$ cat config.mk
export PLATFORM = sky130hd
export DESIGN_NAME = bb_pwm_out_flat
export DESIGN_NICKNAME = d
export VERILOG_FILES = /design/src/rtl/bb_pwm_out_if.sv /design/src/rtl/bb_pwm_out.sv /design/src/flat_wrapper.sv
export SDC_FILE = /design/constraint.sdc
export NUM_CORES = 1
export LEC_CHECK = 0
export BUFFER_PORTS_ARGS = -buffer_cell sky130_fd_sc_hd__buf_2
export CAP_MARGIN = 20
export CORE_MARGIN = 1.5
export CORE_UTILIZATION = 28
export DETAILED_ROUTE_END_ITERATION = 8
export PLACE_DENSITY_LB_ADDON = 0.3
export SLEW_MARGIN = 25
export SYNTH_ARGS = -nofsm -noshare
export SYNTH_HDL_FRONTEND = slang
export SYNTH_SLANG_ARGS = --single-unit
$ cat constraint.sdc
create_clock -name clk -period 2.65 [get_ports clk]
set_input_delay 0.3975 -clock clk [delete_from_list [all_inputs] [get_ports clk]]
set_output_delay 0.3975 -clock clk [all_outputs]
set_load 0.05 [all_outputs]
$ cat src/rtl/bb_pwm_out_if.sv
// bb_pwm_out_if: PID-stage command strobe into the PWM stage, ESC pulse and
// status back out. The PID stage is the master, bb_pwm_out is the slave.
interface bb_pwm_out_if;
    logic        to_pwm_oe;
    logic [15:0] to_pwm;
    logic        pwm_out;
    logic        armed;
    logic        period_start;
    logic        cmd_ack;
    logic        failsafe;

    modport master (
        output to_pwm_oe,
        output to_pwm,
        input  pwm_out,
        input  armed,
        input  period_start,
        input  cmd_ack,
        input  failsafe
    );

    modport slave (
        input  to_pwm_oe,
        input  to_pwm,
        output pwm_out,
        output armed,
        output period_start,
        output cmd_ack,
        output failsafe
    );
endinterface

$ cat src/rtl/bb_pwm_out.sv
// bb_pwm_out: fixed-frequency ESC servo pulse generator for one motor.
// Commands are double-buffered (shadow -> active at the period wrap), an
// arming sequence of ARM_PERIODS minimum-width periods runs after reset, and
// period_start paces the upstream PID loop.
// Optional feature macro: BB_PWM_FAILSAFE_EN adds a command watchdog that
// drops the output to MIN_TICKS after WDT_PERIODS silent periods.
module bb_pwm_out #(
    parameter int unsigned PERIOD_TICKS = 125000,
    parameter int unsigned MIN_TICKS    = 50000,
    parameter int unsigned MAX_TICKS    = 100000,
    parameter int unsigned ARM_PERIODS  = 200,
    parameter int unsigned CNT_W        = 17,
    parameter int unsigned WDT_PERIODS  = 20
) (
    input  logic        clk,
    input  logic        rst,
    bb_pwm_out_if.slave bus
);

    localparam int unsigned W_W   = CNT_W + 1;
    localparam int unsigned ARM_W = (ARM_PERIODS > 1) ? $clog2(ARM_PERIODS) : 1;

    localparam logic [CNT_W-1:0] CNT_LAST = CNT_W'(PERIOD_TICKS - 1);
    localparam logic [W_W-1:0]   MIN_W    = W_W'(MIN_TICKS);
    localparam logic [W_W-1:0]   MAX_W    = W_W'(MAX_TICKS);
    localparam logic [ARM_W-1:0] ARM_LAST = ARM_W'(ARM_PERIODS - 1);
    // Largest command that does not saturate; clamped so a span beyond 16
    // bits simply means no 16-bit command can saturate.
    localparam logic [15:0]      SPAN     = ((MAX_TICKS - MIN_TICKS) > 32'd65535) ?
                                            16'hFFFF : 16'(MAX_TICKS - MIN_TICKS);

    // Reject configurations that would break the every-period-has-a-pulse rule.
    if (PERIOD_TICKS < 2 || PERIOD_TICKS > (32'd1 << CNT_W) || MIN_TICKS == 0 ||
        MIN_TICKS > MAX_TICKS || MAX_TICKS >= PERIOD_TICKS || ARM_PERIODS == 0 ||
        WDT_PERIODS == 0) begin : g_cfg_err
        $error("bb_pwm_out: illegal parameter set");
    end

    typedef enum logic [0:0] {
        ST_ARM = 1'b0,
        ST_RUN = 1'b1
    } state_t;

    state_t           state_q, state_d;
    logic [CNT_W-1:0] cnt_q, cnt_d;
    logic [W_W-1:0]   shadow_q, shadow_d;
    logic [W_W-1:0]   active_q, active_d;
    logic [ARM_W-1:0] arm_q, arm_d;
    logic             pwm_q, pwm_d;
    logic             armed_q, armed_d;
    logic             ps_q, ps_d;
    logic             ack_q, ack_d;

    logic             wrap_c;
    logic             accept_c;
    logic [W_W-1:0]   width_c;

`ifdef BB_PWM_FAILSAFE_EN
    localparam int unsigned WDT_W = $clog2(WDT_PERIODS + 1);
    localparam logic [WDT_W-1:0] WDT_MAX  = WDT_W'(WDT_PERIODS);
    localparam logic [WDT_W-1:0] WDT_TRIP = WDT_W'(WDT_PERIODS - 1);

    logic [WDT_W-1:0] wdt_q, wdt_d;
    logic             seen_q, seen_d;
    logic             fs_q, fs_d;
`endif

    // Command-to-width mapping, saturating at MAX_TICKS without wrap.
    always_comb begin
        width_c = MAX_W;
        if (bus.to_pwm <= SPAN) begin
            width_c = MIN_W + W_W'(bus.to_pwm);
        end
    end

    assign wrap_c   = (cnt_q == CNT_LAST);
    assign accept_c = bus.to_pwm_oe && (state_q == ST_RUN);

    // Next-state logic: period counter, buffers, arming FSM and output decode.
    always_comb begin
        state_d  = state_q;
        cnt_d    = wrap_c ? '0 : cnt_q + CNT_W'(1);
        shadow_d = shadow_q;
        active_d = active_q;
        arm_d    = arm_q;
        armed_d  = armed_q;
        ps_d     = (cnt_q == '0);
        pwm_d    = ({1'b0, cnt_q} < active_q);
        ack_d    = accept_c;
`ifdef BB_PWM_FAILSAFE_EN
        wdt_d    = wdt_q;
        seen_d   = seen_q;
        fs_d     = fs_q;
`endif

        case (state_q)
            ST_ARM: begin
                shadow_d = MIN_W;
                active_d = MIN_W;
                if (wrap_c) begin
                    if (arm_q == ARM_LAST) begin
                        state_d = ST_RUN;
                        armed_d = 1'b1;
                    end else begin
                        arm_d = arm_q + ARM_W'(1);
                    end
                end
            end

            ST_RUN: begin
                if (accept_c) begin
                    shadow_d = width_c;
                end
                // A strobe in the wrap cycle goes straight to the new period.
                if (wrap_c) begin
                    active_d = accept_c ? width_c : shadow_q;
                end
`ifdef BB_PWM_FAILSAFE_EN
                // Count full periods that contained no command.
                if (accept_c) begin
                    fs_d   = 1'b0;
                    seen_d = !wrap_c;
                end else if (wrap_c) begin
                    seen_d = 1'b0;
                end
                if (wrap_c) begin
                    if (accept_c || seen_q) begin
                        wdt_d = '0;
                    end else begin
                        if (wdt_q != WDT_MAX) begin
                            wdt_d = wdt_q + WDT_W'(1);
                        end
                        if (wdt_q >= WDT_TRIP) begin
                            shadow_d = MIN_W;
                            active_d = MIN_W;
                            fs_d     = 1'b1;
                        end
                    end
                end
`endif
            end

            default: begin
                state_d = ST_ARM;
            end
        endcase
    end

    // State and output registers; reset truncates any pulse in flight.
    always_ff @(posedge clk) begin
        if (rst) begin
            state_q  <= ST_ARM;
            cnt_q    <= '0;
            shadow_q <= MIN_W;
            active_q <= MIN_W;
            arm_q    <= '0;
            pwm_q    <= 1'b0;
            armed_q  <= 1'b0;
            ps_q     <= 1'b0;
            ack_q    <= 1'b0;
`ifdef BB_PWM_FAILSAFE_EN
            wdt_q    <= '0;
            seen_q   <= 1'b0;
            fs_q     <= 1'b0;
`endif
        end else begin
            state_q  <= state_d;
            cnt_q    <= cnt_d;
            shadow_q <= shadow_d;
            active_q <= active_d;
            arm_q    <= arm_d;
            pwm_q    <= pwm_d;
            armed_q  <= armed_d;
            ps_q     <= ps_d;
            ack_q    <= ack_d;
`ifdef BB_PWM_FAILSAFE_EN
            wdt_q    <= wdt_d;
            seen_q   <= seen_d;
            fs_q     <= fs_d;
`endif
        end
    end

    assign bus.pwm_out      = pwm_q;
    assign bus.armed        = armed_q;
    assign bus.period_start = ps_q;
    assign bus.cmd_ack      = ack_q;
`ifdef BB_PWM_FAILSAFE_EN
    assign bus.failsafe     = fs_q;
`else
    assign bus.failsafe     = 1'b0;
`endif

endmodule

$ cat src/flat_wrapper.sv
// flat-port wrapper written by rule: the top's interface ports become plain ports
module bb_pwm_out_flat 
#(
    parameter int unsigned PERIOD_TICKS = 125000,
    parameter int unsigned MIN_TICKS    = 50000,
    parameter int unsigned MAX_TICKS    = 100000,
    parameter int unsigned ARM_PERIODS  = 200,
    parameter int unsigned CNT_W        = 17,
    parameter int unsigned WDT_PERIODS  = 20
)
  (clk, rst, bus_to_pwm_oe, bus_to_pwm, bus_pwm_out, bus_armed, bus_period_start, bus_cmd_ack, bus_failsafe);
  bb_pwm_out_if bus_i ();
  input  logic clk;
  input  logic rst;
  input wire logic [$bits(bus_i.to_pwm_oe)-1:0] bus_to_pwm_oe;
  input wire logic [$bits(bus_i.to_pwm)-1:0] bus_to_pwm;
  output wire logic [$bits(bus_i.pwm_out)-1:0] bus_pwm_out;
  output wire logic [$bits(bus_i.armed)-1:0] bus_armed;
  output wire logic [$bits(bus_i.period_start)-1:0] bus_period_start;
  output wire logic [$bits(bus_i.cmd_ack)-1:0] bus_cmd_ack;
  output wire logic [$bits(bus_i.failsafe)-1:0] bus_failsafe;
  assign bus_i.to_pwm_oe = bus_to_pwm_oe;
  assign bus_i.to_pwm = bus_to_pwm;
  assign bus_pwm_out = bus_i.pwm_out;
  assign bus_armed = bus_i.armed;
  assign bus_period_start = bus_i.period_start;
  assign bus_cmd_ack = bus_i.cmd_ack;
  assign bus_failsafe = bus_i.failsafe;
  bb_pwm_out #(.PERIOD_TICKS(PERIOD_TICKS), .MIN_TICKS(MIN_TICKS), .MAX_TICKS(MAX_TICKS), .ARM_PERIODS(ARM_PERIODS), .CNT_W(CNT_W), .WDT_PERIODS(WDT_PERIODS)) u_core (.clk(clk), .rst(rst), .bus(bus_i));
endmodule
== Yosys cells after proc, flatten, opt, wreduce, memory -nomap -nowiden ==
Cells that the tools add are included.

* Input port bits: 19
* Output and inout port bits: 5
* Logic and storage cells: 32
* Bits in registers: 66

* Magnitude comparators: 2
* Muxes and demuxes: 8
* Add/sub/neg operators: 3
* Equal/unequal tests: 3
* Bitwise operators: 2
* Reductions and logical operators: 5

{| class="wikitable"
|+ Operators by type and width
! kind !! number
|-
| 18-bit case mux with 2 select lines || 2
|-
| 18-bit 2-to-1 mux || 3
|-
| 17-bit by 18-bit less-than comparator with 1-bit output || 1
|-
| 16-bit by 16-bit adder with 17-bit output, first input constant || 1
|-
| 17-bit by 1-bit adder with 17-bit output, second input constant || 1
|-
| 17-bit == test, second input constant || 1
|-
| 17-bit zero test || 1
|-
| 16-bit less-or-equal comparator, second input constant || 1
|-
| 8-bit by 1-bit adder with 8-bit output, second input constant || 1
|-
| 8-bit == test, second input constant || 1
|-
| 3-bit AND reduction || 2
|-
| 1-bit 2-to-1 mux || 3
|-
| 2-bit inequality test, second input constant || 1
|-
| 1-bit inverter || 2
|-
| 2-bit OR reduction || 1
|-
| 1-bit logical AND || 1
|}

== Depth between registers and ports, before layout ==
Gate-level depths: netlist (run 1).

* Depth in word-level cells: 5
* Gate-level depth with buffers: 8
* Gate-level depth less buffers: 7

== Worst setup path before layout (run 1) ==
OpenSTA, ideal clock, no wires.

* Kind: reg2reg
* Start point: reg u_core.cnt_q[0]
* End point: reg u_core.arm_q[3]
* Stages on the path, launching flop included: 7
* Required time: 2.580 ns
* Period minus slack after synthesis: 1.848 ns
* Setup time: 0.070 ns
* Path slack: 0.802 ns
* Arrival: 1.778 ns
* Buffers on the path: 0
* Path through: dfxtp_1 > ha_1 > and4_2 > nand4_1 > or2_4 > or4_1 > a21oi_1

* Longest elaborated chain between the ends: 2

{| class="wikitable"
|+ Ends and longest elaborated chain
! item !! RTL line !! source
|-
| from (decl) || bb_pwm_out.sv:45 || <nowiki>logic [CNT_W-1:0] cnt_q, cnt_d;</nowiki>
|-
| from (signal assigned) || bb_pwm_out.sv:168 || <nowiki>cnt_q <= cnt_d;</nowiki>
|-
| 17-bit == test || bb_pwm_out.sv:76 || <nowiki>assign wrap_c = (cnt_q == CNT_LAST);</nowiki>
|-
| 3-bit AND reduction (no source line) || n/a ||
|-
| to (signal assigned) || bb_pwm_out.sv:171 || <nowiki>arm_q <= arm_d;</nowiki>
|-
| to (decl) || bb_pwm_out.sv:48 || <nowiki>logic [ARM_W-1:0] arm_q, arm_d;</nowiki>
|}

No other way between the ends.
A chain may end at the register's enable or synchronous reset.

== Worst setup path in the final report (run 1) ==
Ends and elaborated chain as after synthesis.

==> results.yml, run 1 <==
worst_setup_path:
  rrSetupSlack_ps: 520
  crit_path_top_delay_cell: "or4_1"
  slowest_delay_ps: 520
  cp-end-kind: "flip-flop"
  worstPathArrival_ps: 2390
  path_buf_inv: 0
  crit_type: "flip-flop to flip-flop"
  startpoint_type: "flip-flop"
  path_max_fanout: 13
  cp.required_ps: 2910
  crit_family: "simple AND/OR/NAND/NOR gates"
  cp_cell_sequence: "ha_1 -> and4_2 -> nand4_1 -> or2_4 -> or4_1 -> a21oi_1"
power:
  power.density_cell_area_nw_per_um2: 610
  power_switching_w: 0.000553
  leakagePower_nw: 1.53
  vdd_ir_drop_max_mv: 0.286
  p_clk_frac: 0.511
  combPwrFrac: 0.057
  swShare: 0.237
  internal_power_w: 0.00178
  seq_power_share: 0.432
floorplan:
  die-area_um2: 12400
  die_w_um: 111
  start_util: 0.288
  ios: 24
  rows: 39
  die_h_um: 111
  core-area_um2: 11400
detailed_routing:
  first_pass_iters: 4
  postRouteAntennaNets: 0
  totalWireLength_mm: 7.43
  route.detailed.drc: 0
  vias_per_cell: 4.95
  vias: 2687
  drt_iter0_markers: 114
  wl_per_cell_um: 13.7
synthesis:
  netlist_top_cells_area: "dfxtp_1 40%, ha_1 8.4%, nor2_1 5.7%"
  syn_inst: 373
  synth_fp_nets: 414
  synth-async-reset-ratio: 0
  syn_area_per_cell_um2: 8.81
  synth_area_um2: 3280
  yosysSeqAreaShare: 0.402
  synth_cell_types: 56
  ys_warn_count: 0
  yosys.area.top_type: "dfxtp_1"
  synth_flop_cell: "dfxtp_1"
  synth_edf_count: 0
  synth_top_area_share: 0.402
  ys_ff_latch: 66
layout:
  layout_common_cells: "66 x dfxtp_1, 50 x nor2_1, 27 x nand2_1"
  final_cell_area_um2: 3820
  layoutNonFillerInstCount: 543
  mostFrequentLayoutCell: "dfxtp_1"
  syn_to_final_growth_pct: 16.3
  fin_util: 0.335
  drive_gt1_frac: 0.138
  fin_nets: 436
  antennaDiodeCount: 0
  register_area_um2: 1320
  multi_input_area_um2: 1790
  fill_cells: 1212
clock_tree:
  cts_resized: 0
  tritoncts: "built"
  numClockSinks: 66
  cts_max_level: 3
  root_buffer: "clkbuf_16"
  post_cts_buffers: 0
  clk_pin_slew_worst_paths_ps: 60
  postCtsHoldBufs: 0
  cts_made_buffers: 9
  cts_buffer_depth: 2
  clkLatencyLatePin_ps: 330
sta:
  slew_headroom: 0.552
  rsz0062_at_grt: "no"
  maxSlewViolCount: 0
  period_minus_slack_ps: 2130
  fin_skew_ps: 10.5
  hold_viol_final: 0
  fin_setup_tns_ps: 0
  period_share: 0.802
  fmax_mhz: 470
  worstMarginPinSlew_ps: 669
  setup_violations: 0
outcome:
  status: "finished clean"
global_route:
  grt_pass1_wl_mm: 12.9
  grt_pass1_vias: 2628
  grt_max_degree: 22
  antenna_found_initial: 0
  grt-ovfl-total: 0
  grt_use_total: 0.129
placement:
  dp_hpwl_mm: 5.47
  place.gp.congestion: 0.837
  place_inst: 527
  portBuffers: 22
  dpl-instance-area_um2: 3520
hold_path:
  min_path_type: "input port to flip-flop"
flow_run:
  drv_cap: 0
==> power by group through the flow <==
stage / Clock, W / Combinational (W) / Sequential [W]
2_1_floorplan: 0 / 0.0000804 / 0.00103
5_1_grt: 0.00126 / 0.000150 / 0.00101
3_5_place_dp: 0 / 0.000133 / 0.00103
4_1_cts: 0.00122 / 0.000134 / 0.00101
6_report: 0.00119 / 0.000133 / 0.00101
3_3_place_gp: 0 / 0.000132 / 0.00103
==> synthesized netlist by cell type, drive strengths merged (2+ instances only) <==
| library cell | n |
|---|---|
| nor4 | 6 |
| mux2 | 2 |
| inv | 25 |
| and3 | 8 |
| nand4b | 3 |
| a211oi | 11 |
| and4 | 7 |
| nor2 | 50 |
| nor4b | 2 |
| nand4 | 8 |
| or4 | 2 |
| a21oi | 23 |
| o221ai | 3 |
| nor2b | 2 |
| o22ai | 4 |
| buf | 3 |
| xnor2 | 10 |
| a22oi | 7 |
| xor2 | 17 |
| or3 | 2 |
| a21o | 4 |
| clkbuf | 11 |
| dfxtp | 66 |
| o21ai | 13 |
| nand2 | 27 |
| nor3 | 3 |
| ha | 22 |
| nand3 | 12 |
| or2 | 3 |
==> worst register-to-register path, cell delays in order, from the launching register on <==
cell and delay, ps:
dfxtp_1 410, ha_1 290, and4_2 240, nand4_1 120
or2_4 330, or4_1 520, a21oi_1 140
==> final timing paths <==
path	end	start	depth (start not counted)
setup / recovery	u_core.arm_q[3]$_SDFFE_PP0P_	u_core.cnt_q[0]$_SDFF_PP0_	6
hold / removal	u_core.shadow_q[2]$_SDFF_PP0_	bus_to_pwm[2]	3
setup reg to reg	u_core.arm_q[3]$_SDFFE_PP0P_	u_core.cnt_q[0]$_SDFF_PP0_	6
hold reg to reg	u_core.active_q[5]$_SDFFE_PP0P_	u_core.active_q[5]$_SDFFE_PP0P_	2
==> through the flow <==
| step | setup WS (ps) | total power (W) | hold WS (ps) |
|---|---|---|---|
| CTS | 484 | 0.00236 | 342 |
| finish | 524 | 0.00233 | 346 |
| global placement | 420 | 0.00116 | 444 |
| floorplan | 802 | 0.00111 | 432 |
| detailed placement | 394 | 0.00116 | 445 |
| global route | 355 | 0.00242 | 357 |
==> final cells by class <==
cell class / count / share of cell area
clock inverter: 7 / 0.0206
inverter: 25 / 0.0246
timing repair buffer: 25 / 0.0347
tap: 143 / 0.0468
sequential: 66 / 0.346
multi-input combinational: 268 / 0.468
clock buffer: 9 / 0.0590
==> cell families (layout without fill, tap and decap cells) <==
| kind of cell | after synthesis | count (layout) | synth area share |
|---|---|---|---|
| buf+inv | 39 | 66 | 0.0530 |
| fa+ha+maj | 22 | 22 | 0.0838 |
| mux | 3 | 3 | 0.00990 |
| xor+xnor | 27 | 27 | 0.0720 |
| compound gates | 78 | 78 | 0.155 |
| simple gates | 137 | 137 | 0.223 |
| other cells | 1 | 1 | 0.00114 |
| flops | 66 | 66 | 0.402 |
==> metal layers <==
layer / wire [um] / track usage / up-vias
met4: 152 / 0.0633 / 0
met5: 0 / 0 / -
met2: 3430 / 0.206 / 47
li1: - / - / 1373
met3: 252 / 0.0241 / 10
met1: 3600 / 0.167 / 1257
==> flip-flops by register name, indices dropped and copies added (netlist names) <==
register                 flops
u_core.active_q             18
u_core.shadow_q             18
u_core.cnt_q                17
u_core.arm_q                 8
u_core.bus.armed             1
u_core.bus.cmd_ack           1
u_core.bus.period_start      1
u_core.bus.pwm_out           1
u_core.state_q               1
Note: power is estimated with default switching activity, not from simulation.
==> run 2, diff against run 1 <==
clock period = 1.9 ns   (was 2.65 ns; I/O delays follow)
==> results.yml, run 2 (synthesized netlist as in run 1, its figures left out) <==
sta:
  period_minus_slack_ps: 1860
  period_share: 0.981
  maxSlewViolCount: 0
  fmax_mhz: 536
  fin_setup_tns_ps: 0
  fin_skew_ps: 9.45
  finalHoldWorstSlack_ps: 234
  rsz0062_at_grt: "yes"
  hold_viol_final: 0
  setup_violations: 0
layout:
  multi_input_area_um2: 1820
  mostFrequentLayoutCell: "dfxtp_1"
  layoutNonFillerInstCount: 580
  register_area_um2: 1330
  fin_nets: 473
  syn_to_final_growth_pct: 26.9
  fill_cells: 1197
  layout_common_cells: "60 x dfxtp_1, 50 x nor2_1, 36 x buf_4"
  drive_gt1_frac: 0.236
  antennaDiodeCount: 0
  fin_util: 0.365
  biggestRegsByFlops: "u_core.active_q: 18 flops, u_core.shadow_q: 18 flops, u_core.cnt_q: 17 flops"
detailed_routing:
  vias: 2850
  drt_iter0_markers: 92
  first_pass_iters: 4
  vias_per_cell: 4.91
  postRouteAntennaNets: 0
  route.detailed.drc: 0
  totalWireLength_mm: 8.04
  wl_per_cell_um: 13.9
outcome:
  status: "finished clean"
clock_tree:
  cts_buffer_depth: 2
  cts_made_buffers: 9
  clk_pin_slew_worst_paths_ps: 60
  postCtsHoldBufs: 0
  cts_max_level: 3
  numClockSinks: 66
  root_buffer: "clkbuf_16"
  tritoncts: "built"
  clkLatencyLatePin_ps: 340
  cts_resized: 0
  post_cts_buffers: 0
global_route:
  grt-ovfl-total: 0
  antenna_found_initial: 0
  grt_use_total: 0.138
  grt_pass1_wl_mm: 13.6
  grt_max_degree: 23
  grt_pass1_vias: 2796
floorplan:
  die_h_um: 111
  ios: 24
  rows: 39
  core-area_um2: 11400
  start_util: 0.288
  die-area_um2: 12400
  die_w_um: 111
placement:
  place.gp.congestion: 0.843
  dp_hpwl_mm: 6.07
  portBuffers: 22
  place_inst: 564
hold_path:
  min_path_type: "input port to flip-flop"
power:
  vdd_ir_drop_max_mv: 0.303
  leakagePower_nw: 1.73
  power.density_cell_area_nw_per_um2: 769
worst_setup_path:
  crit_type: "flip-flop to flip-flop"
  startpoint_type: "flip-flop"
  path_max_fanout: 3
  cp-end-kind: "flip-flop"
  cp.required_ps: 2170
  worstPathArrival_ps: 2140
flow_run:
  drv_cap: 0
-- run 2: cell types whose count changed in the layout (fill, tap and decap cells not counted), moves of 3 or more --
cell | previous run | this run
buf_4 | 3 | 36
dfxtp_1 | 66 | 60
dfxtp_2 | 0 | 6
buf_12 | 0 | 4
inv_6 | 1 | 4
-- run 2: cell type report --
class | count | area share
multi-input combinational | 268 | 0.437
sequential | 66 | 0.319
clock inverter | 7 | 0.0141
inverter | 25 | 0.0225
timing repair buffer | 62 | 0.111
tap | 143 | 0.0429
clock buffer | 9 | 0.0541
-- run 2: per-layer routing --
| layer | wire length, um | global-route usage | vias up |
|---|---|---|---|
| met5 | 0 | 0 | - |
| met1 | 3870 | 0.172 | 1349 |
| met3 | 247 | 0.0366 | 10 |
| met4 | 147 | 0.0591 | 0 |
| li1 | - | - | 1452 |
| met2 | 3770 | 0.225 | 39 |
-- run 2: final timing paths --
kind                                    startpoint                                to  slack (ps)  cells past startpoint
setup / recovery        u_core.cnt_q[7]$_SDFF_PP0_      u_core.arm_q[3]$_SDFFE_PP0P_          40                      5
hold / removal                       bus_to_pwm[1]     u_core.shadow_q[1]$_SDFF_PP0_         230                      3
hold reg to reg   u_core.active_q[10]$_SDFFE_PP0P_  u_core.active_q[10]$_SDFFE_PP0P_         450                      2
setup reg to reg        u_core.cnt_q[7]$_SDFF_PP0_      u_core.arm_q[3]$_SDFFE_PP0P_          40                      5
-- run 2: worst max-delay path, cell delays in order (launching register included) --
cell,delay [ps]
dfxtp_2,330
nor4_4,340
nand4_1,200
or2_4,310
or4_1,500
a21oi_1,120
-- run 2: power by group --
group          internal, W  total (W)  switching [W]
combinational    0.0000953   0.000232       0.000136
sequential         0.00139    0.00140     0.00000647
clock             0.000902    0.00157       0.000670
-- run 2: per-stage QoR --
stage               worst slack [ps]  total power, W  instance area (um2)
CTS                             38.7         0.00325                 4130
finish                          35.9         0.00320                 4170
detailed placement              -140         0.00166                 3840
floorplan                       52.1         0.00155                 3280
global route                   -30.0         0.00333                 4170
global placement               -76.4         0.00165                 3840
==> run 3, diff against run 2 <==
BUFFER_PORTS_ARGS = -buffer_cell sky130_fd_sc_hd__buf_4   (was -buffer_cell sky130_fd_sc_hd__buf_2)
PLACE_DENSITY_LB_ADDON = default   (was 0.3)
==> results.yml, run 3 (synthesized netlist as in run 1, its figures left out) <==
clock_tree:
  cts_max_level: 3
  cts_made_buffers: 9
  postCtsHoldBufs: 0
  clkLatencyLatePin_ps: 340
  numClockSinks: 66
  root_buffer: "clkbuf_16"
  tritoncts: "built"
  clk_pin_slew_worst_paths_ps: 60
  cts_buffer_depth: 2
power:
  leakagePower_nw: 1.73
  total_power_w: 0.00331
  vdd_ir_drop_max_mv: 0.383
  power.density_cell_area_nw_per_um2: 790
floorplan:
  die_h_um: 111
  die_w_um: 111
  rows: 39
  die-area_um2: 12400
  start_util: 0.288
  ios: 24
  core-area_um2: 11400
sta:
  fmax_mhz: 546
  period_share: 0.965
  maxSlewViolCount: 0
  worstMarginPinSlew_ps: 529
  fin_skew_ps: 9.15
  slew_headroom: 0.646
  setup_violations: 0
  period_minus_slack_ps: 1830
  rsz0062_at_grt: "no"
  hold_viol_final: 0
  finalHoldWorstSlack_ps: 224
detailed_routing:
  first_pass_iters: 4
  postRouteAntennaNets: 0
  route.detailed.drc: 0
  drt_iter0_markers: 88
  vias_per_cell: 4.86
  wl_per_cell_um: 13.3
  vias: 2817
  totalWireLength_mm: 7.71
layout:
  drive_gt1_frac: 0.233
  antennaDiodeCount: 0
  syn_to_final_growth_pct: 27.6
  final_cell_area_um2: 4190
  biggestRegsByFlops: "u_core.active_q: 18 flops, u_core.shadow_q: 18 flops, u_core.cnt_q: 17 flops"
  mostFrequentLayoutCell: "dfxtp_1"
  fin_nets: 473
  layout_common_cells: "62 x dfxtp_1, 61 x buf_4, 50 x nor2_1"
worst_setup_path:
  crit_type: "flip-flop to flip-flop"
  cp.required_ps: 2120
  r2r_cells: 6
  cp-end-kind: "flip-flop"
  critical_path.endpoint: "u_core.active_q[14]$_SDFFE_PP1P_"
  worstReg2RegStart: "u_core.cnt_q[3]$_SDFF_PP0_"
  crit_path_start: "u_core.cnt_q[3]$_SDFF_PP0_"
  startpoint_type: "flip-flop"
  rrSetupSlack_ps: 70
  path_max_fanout: 5
  r2r_end: "u_core.active_q[14]$_SDFFE_PP1P_"
  worstPathArrival_ps: 2050
placement:
  portBuffers: 22
  place.gp.congestion: 0.861
  dp_hpwl_mm: 5.77
  dpl-instance-area_um2: 3850
hold_path:
  whs_path_depth: 2
  min_path_type: "input port to flip-flop"
  hold_start: "rst"
global_route:
  antenna_found_initial: 0
  grt-ovfl-total: 0
  grt_use_total: 0.129
  grt_pass1_wl_mm: 12.9
  grt_max_degree: 23
  grt_pass1_vias: 2700
outcome:
  status: "finished clean"
flow_run:
  drv_cap: 0
[run 3: cell types whose count changed in the layout (fill, tap and decap cells not counted), sizes merged]
cell	delta
bufinv	+1
clkinv	-1
clkinvlp	+2
inv	-2
[run 3: through the flow]
stage	setup WS [ps]	setup TNS, ps	utilization	instances
after floorplan	52.1	0	-	373
after global placement	-69.1	-538	0.337	562
after detailed placement	-43.0	-235	0.337	562
after CTS	13.8	0	0.363	578
after global routing	6.48	0	0.367	580
final	67.0	0	0.367	580
[run 3: repair_timing]
action | 4_1_cts | 5_1_grt
resized for setup | 0 | 10
setup endpoints to repair | 0 | 6
setup buffers | 0 | 2
[run 3: routing by layer]
| layer | GRT usage | routed length, um | share of wire |
|---|---|---|---|
| met1 | 0.165 | 3700 | 0.48 |
| met2 | 0.203 | 3550 | 0.46 |
| met3 | 0.0323 | 232 | 0.030 |
| met4 | 0.0633 | 223 | 0.029 |
| met5 | 0 | 0 | 0 |
[run 3: final cells by class]
cell class	instances	area, um2
clock buffer	9	225
clock inverter	7	77.6
fill	1203	7230
inverter	25	93.8
multi-input combinational	268	1810
sequential	66	1330
tap	143	179
timing repair buffer	62	478
[run 3: worst min-delay path by stage]
stage / slack (ps) / endpoint
global route: 240 / u_core.arm_q[3]$_SDFFE_PP0P_
floorplan: 400 / u_core.shadow_q[4]$_SDFF_PP1_
global placement: 440 / u_core.active_q[10]$_SDFFE_PP0P_
detailed placement: 450 / u_core.active_q[10]$_SDFFE_PP0P_
finish: 220 / u_core.arm_q[3]$_SDFFE_PP0P_
CTS: 220 / u_core.shadow_q[3]$_SDFF_PP0_
[run 3: critical path, cell delays in order (launching register included)]
cell and delay [ps]:
dfxtp_2 330, nor4_4 330, nand4_1 180, or2_4 310, buf_4 150, nand2_2 80
mux2_2 330
[run 3: where the power goes]
part	switching (W)	internal, W
clock network	0.000651	0.00102
registers	0.00000501	0.00139
logic	0.000132	0.000106
total	0.000788	0.00252
